--- src/rtl/yaw_heading_integ.sv ---
// Yaw-rate heading integrator.
// Calibrates a zero-rate offset over 2^CAL_SHIFT samples. It then integrates the
// offset-corrected, saturated and deadbanded rate into a 27-bit wrapping integrator.
// The 12-bit heading is taken from integrator bits [26:15].
// Optional macro IR_FUSION_EN: guardrail sensors nudge the integrator by +/-1024 per update.
module yaw_heading_integ #(
    parameter int unsigned FAST_SIM = 1,
    parameter int unsigned DEADBAND = 5
) (
    input  logic        i_clk,
    input  logic        i_rst,
    input  logic        i_strt_cal,
    input  logic        i_vld,
    input  logic [15:0] i_yaw_rt,
    input  logic        i_moving,
    input  logic        i_lft_ir,
    input  logic        i_rght_ir,
    output logic        o_cal_done,
    output logic [11:0] o_heading,
    output logic        o_rdy
);

    localparam int unsigned CAL_SHIFT = (FAST_SIM != 0) ? 8 : 11;
    localparam logic [10:0] CAL_LAST  = 11'((1 << CAL_SHIFT) - 1);

    typedef enum logic [1:0] {StIdle, StCal, StRun} state_e;

    state_e             r_state;
    state_e             w_state_next;
    logic signed [26:0] r_cal_acc;
    logic [10:0]        r_count;
    logic [15:0]        r_offset;
    logic [26:0]        r_integ;
    logic               r_s1_vld;
    logic [15:0]        r_s1_comp;
    logic               r_rdy;
    logic               r_cal_done;

    logic               w_cal_last;
    logic               w_run;
    logic signed [26:0] w_cal_sum;
    logic [15:0]        w_cal_avg;
    logic [16:0]        w_diff;
    logic signed [15:0] w_sat;
    logic               w_in_band;
    logic [15:0]        w_comp;
    logic [26:0]        w_ir;
    logic [26:0]        w_integ_next;

    // Last calibration sample: strt_cal wins, so a restart never completes calibration.
    assign w_cal_last = (r_state == StCal) && i_vld && !i_strt_cal && (r_count == CAL_LAST);
    // Samples enter the pipeline only in RUN and never alongside a restart.
    assign w_run      = (r_state == StRun) && !i_strt_cal;

    assign w_cal_sum  = r_cal_acc + {{11{i_yaw_rt[15]}}, i_yaw_rt};
    assign w_cal_avg  = 16'(w_cal_sum >>> CAL_SHIFT);

    // 17-bit difference so the overflow can be seen and clamped.
    assign w_diff     = {i_yaw_rt[15], i_yaw_rt} - {r_offset[15], r_offset};

    // Saturate the corrected rate to the signed 16-bit range.
    always_comb begin
        w_sat = w_diff[15:0];
        if (w_diff[16] != w_diff[15]) begin
            w_sat = w_diff[16] ? 16'sh8000 : 16'sh7FFF;
        end
    end

    assign w_in_band  = (int'(w_sat) <= int'(DEADBAND)) && (int'(w_sat) >= -int'(DEADBAND));
    assign w_comp     = (w_in_band || !i_moving) ? 16'h0000 : w_sat;

`ifdef IR_FUSION_EN
    logic r_s1_moving;
    logic r_s1_lft;
    logic r_s1_rght;

    // Guardrail terms travel with their sample through stage 1.
    always_ff @(posedge i_clk) begin
        if (i_rst) begin
            r_s1_moving <= 1'b0;
            r_s1_lft    <= 1'b0;
            r_s1_rght   <= 1'b0;
        end else if (w_run && i_vld) begin
            r_s1_moving <= i_moving;
            r_s1_lft    <= i_lft_ir;
            r_s1_rght   <= i_rght_ir;
        end
    end

    // One-sided guardrail hit steers the heading away from that rail.
    always_comb begin
        w_ir = 27'd0;
        if (r_s1_moving && r_s1_lft && !r_s1_rght) begin
            w_ir = 27'd1024;
        end else if (r_s1_moving && r_s1_rght && !r_s1_lft) begin
            w_ir = -27'd1024;
        end
    end
`else
    logic w_unused_ir;
    assign w_unused_ir = i_lft_ir ^ i_rght_ir;
    assign w_ir        = 27'd0;
`endif

    assign w_integ_next = r_integ + {{11{r_s1_comp[15]}}, r_s1_comp} + w_ir;

    // FSM state register.
    always_ff @(posedge i_clk) begin
        if (i_rst) begin
            r_state <= StIdle;
        end else begin
            r_state <= w_state_next;
        end
    end

    // FSM next-state logic; strt_cal always (re)enters calibration.
    always_comb begin
        w_state_next = r_state;
        unique case (r_state)
            StIdle:  if (i_strt_cal) w_state_next = StCal;
            StCal: begin
                if (i_strt_cal) begin
                    w_state_next = StCal;
                end else if (w_cal_last) begin
                    w_state_next = StRun;
                end
            end
            StRun:   if (i_strt_cal) w_state_next = StCal;
            default: w_state_next = StIdle;
        endcase
    end

    // Calibration accumulator, offset, two-stage integrator pipeline and strobes.
    always_ff @(posedge i_clk) begin
        if (i_rst) begin
            r_cal_acc  <= '0;
            r_count    <= '0;
            r_offset   <= '0;
            r_integ    <= '0;
            r_s1_vld   <= 1'b0;
            r_s1_comp  <= '0;
            r_rdy      <= 1'b0;
            r_cal_done <= 1'b0;
        end else begin
            r_rdy      <= 1'b0;
            r_cal_done <= 1'b0;
            if (i_strt_cal) begin
                r_cal_acc <= '0;
                r_count   <= '0;
            end else if (r_state == StCal && i_vld) begin
                r_cal_acc <= w_cal_sum;
                r_count   <= r_count + 11'd1;
                if (w_cal_last) begin
                    r_offset   <= w_cal_avg;
                    r_integ    <= '0;
                    r_cal_done <= 1'b1;
                end
            end
            // A restart flushes stage 1 and suppresses the pending stage-2 update.
            r_s1_vld <= w_run && i_vld;
            if (w_run && i_vld) begin
                r_s1_comp <= w_comp;
            end
            if (w_run && r_s1_vld) begin
                r_integ <= w_integ_next;
                r_rdy   <= 1'b1;
            end
        end
    end

    assign o_heading  = r_integ[26:15];
    assign o_rdy      = r_rdy;
    assign o_cal_done = r_cal_done;

endmodule
--- config.mk ---
export PLATFORM = sky130hd
export DESIGN_NAME = yaw_heading_integ
export DESIGN_NICKNAME = d
export VERILOG_FILES = /design/src/rtl/yaw_heading_integ.sv
export SDC_FILE = /design/constraint.sdc
export NUM_CORES = 1
export LEC_CHECK = 0
export CORE_MARGIN = 8
export CORE_UTILIZATION = 35
export CTS_CLUSTER_SIZE = 30
export DETAILED_ROUTE_END_ITERATION = 12
export DONT_BUFFER_PORTS = 1
export PLACE_DENSITY = 0.55
export SLEW_MARGIN = 10
export SYNTH_ARGS = -nofsm -noshare
export SYNTH_HDL_FRONTEND = slang
export SYNTH_SLANG_ARGS = --single-unit
--- constraint.sdc ---
create_clock -name i_clk -period 9.2 [get_ports i_clk]
set_input_delay 1.84 -clock i_clk [delete_from_list [all_inputs] [get_ports i_clk]]
set_output_delay 1.84 -clock i_clk [all_outputs]
set_load 0.03 [all_outputs]
==> out/qor.csv <==
metric,value,unit
total_leakage_power,0.00292,uW
wl_per_cell,14.7,um
place_inst,1069,
die_w,157,um
synth_nets,933,
synth_edf_count,0,
setup-tns-final,0,ps
setup.worst_path.start_class,input port,
ys_types,73,
status,completed,
yosysSeqAreaShare,28.6,%
fin_area,0.00741,mm^2
syn_area,0.00692,mm^2
drt-initial-drc-count,201,
critical_path_class,input port to register,
fin_crit_sh,49.2,%
async_reset_ff_share,0,%
grt_pass1_vias,5454,
yosys_warnings,0,
grt_max_degree,57,
cts_resized,0,
ys_seq_elements,99,
cts_tree,built,
hold_violations,0,
vias,5650,
avgSynthCellArea,8.23,um^2
powerDensity,132,mW/mm^2
max-cap-violations,0,
drive_above_1_share,5.24,%
drcViolationCount,0,
final_cell_mix,"dfxtp_1 (99), nand2_1 (81), a21oi_1 (78), ha_1 (66), nor2_1 (63)",
fp-row-count,51,
slew_headroom,36.0,%
cts.htree.levels,3,
overflow,0,
ant_nets,0,
hold_buffers,0,
layoutNonFillerInstCount,1085,
firstDrtPassIters,4,
antenna_found_initial,0,
cp_data_required_time,9440,ps
fillers,2018,
whs,449,ps
clock.fmax,221,MHz
setup_violations,0,
cts_buffers,9,
cpMaxStageDelayCell,nor4b_1,
worstHoldPathCells,2,
r2r_cells,11,
port_buffers,0,
clock_skew,11.4,ps
crit_fanout,5,
coreArea,0.0195,mm^2
min_path_type,register to register,
die_area,0.0245,mm^2
ir_worst_vdd,0.0793,mV
cts.path.max_buffers,2,
antenna_cells,0,
mostFrequentLayoutCell,dfxtp_1,
max_stage_delay,430,ps
grt_use_total,13.6,%
netlist_instances,841,
layout.nets,907,
postCtsSetupBuffers,0,
areaGrowthSynthToFinish,7.10,%
dpl_cell_area,0.00707,mm^2
clock_sinks,99,
initial_core_util,35.6,%
routed_via_density,5.21,
ios,37,
root_buffer,clkbuf_16,
critical_path.endpoint_type,register,
rsz0062_at_grt,no,
path_cells,inv_1 -> ha_1 -> inv_1 -> fa_1 -> a21oi_1 -> o21bai_4 -> a21oi_4 -> xnor2_1 -> nand3_1 -> nor4b_1 -> a41o_2 -> a21oi_1 -> a221o_2,
synthFlopType,dfxtp_1,
grt_pass1_wl,27200,um
arrival,4770,ps
fp.dieH,157,um
regArea,0.00198,mm^2
min_period,4530,ps
clk_latency,350,ps
multi_input_area,0.00457,mm^2
path_clk_slew,70,ps
wirelength,16000,um
worstMarginPinSlew,959,ps
dp_hpwl,11700,um
place_congestion,0.830,
drv_slew,0,
p_total,981,uW
[synthesized netlist by cell type, types with 3 or more instances]
cell / number / area share, %
a2111oi_0: 3 / 0.38
a211oi_1: 14 / 1.5
a21boi_0: 3 / 0.33
a21o_1: 21 / 2.3
a21oi_1: 79 / 5.7
a221o_1: 14 / 2.0
a221oi_1: 4 / 0.51
a22oi_1: 8 / 0.87
a31o_2: 3 / 0.38
a31oi_1: 17 / 1.5
and2_1: 3 / 0.27
and3_1: 9 / 0.81
buf_4: 13 / 1.4
clkbuf_1: 24 / 1.3
dfxtp_1: 99 / 29
fa_1: 3 / 0.87
ha_1: 66 / 12
inv_1: 43 / 2.3
mux2i_1: 9 / 1.3
nand2_1: 81 / 4.4
nand2b_1: 10 / 0.90
nand3_1: 35 / 2.5
nand4_1: 3 / 0.27
nand4b_1: 8 / 1.0
nor2_1: 63 / 3.4
nor2b_1: 5 / 0.45
nor3_1: 16 / 1.2
nor3b_1: 6 / 0.65
nor4_1: 3 / 0.27
o211ai_1: 6 / 0.65
o21a_1: 8 / 0.87
o21ai_0: 41 / 3.0
o21bai_1: 6 / 0.65
o31ai_1: 3 / 0.33
or2_2: 3 / 0.27
or3_1: 9 / 0.81
or4_1: 3 / 0.33
xnor2_1: 36 / 4.6
xor2_1: 19 / 2.4
[critical path, delay by kind of cell]
kind / cells / cell delay [ps]
adders and majority gates: 2 / 550
buffers and inverters: 2 / 90
xor gates and xnor gates: 1 / 210
AOI/OAI and AO/OA: 6 / 1530
and+or+nand+nor: 2 / 550
[cell families after synthesis]
logic type,count (synthesis),share of synthesized area [%]
compound gates,254,25.2
simple gates,268,19.1
fa+ha+maj,69,12.8
flops,99,28.6
buf+inv,84,5.48
mux,11,1.63
xor+xnor,56,7.19
[power breakdown]
part           total (uW)  switching, uW  internal (uW)
registers             433           1.78            431
clock network         444            170            274
logic                 104           62.2           41.8
[sequential cells by signal, indices dropped and copies added (netlist names)]
| name | count |
|---|---|
| r_integ | 27 |
| r_cal_acc | 24 |
| r_offset | 16 |
| r_s1_comp | 16 |
| r_count | 11 |
| r_state | 2 |
| o_cal_done | 1 |
| o_rdy | 1 |
| r_s1_vld | 1 |
[routing by layer]
metal | up-vias | part of all wire (%) | GRT usage, %
met2 | 60 | 46 | 23.0
met5 | - | 0 | 0
met1 | 2574 | 49 | 16.8
li1 | 3010 | - | -
met3 | 6 | 4.0 | 2.84
met4 | 0 | 0.81 | 4.12
[stage by stage]
stage | setup slack, ps | utilization, %
after detailed placement | 4280 | 36.3
after CTS | 4660 | 38.1
after floorplan | 4700 | -
after global placement | 4320 | 36.3
final | 4670 | 38.1
after global routing | 4270 | 38.1
[cell type report]
cell class	instances	share of cell area, %
Clock buffer	12	3.32
Tap cell	265	4.47
Timing Repair Buffer	4	0.405
Inverter	43	2.18
Sequential cell	99	26.7
Clock inverter	4	1.32
Multi-Input combinational cell	658	61.6
[worst paths after layout]
path | slack, ps | startpoint | endpoint
setup / recovery | 4670 | i_yaw_rt[0] | r_s1_comp[14]
hold reg to reg | 450 | r_offset[9] | r_offset[9]
setup reg to reg | 5800 | r_integ[0] | r_integ[26]
hold / removal | 450 | r_offset[9] | r_offset[9]
No activity file was read; power rests on OpenSTA's default activity.
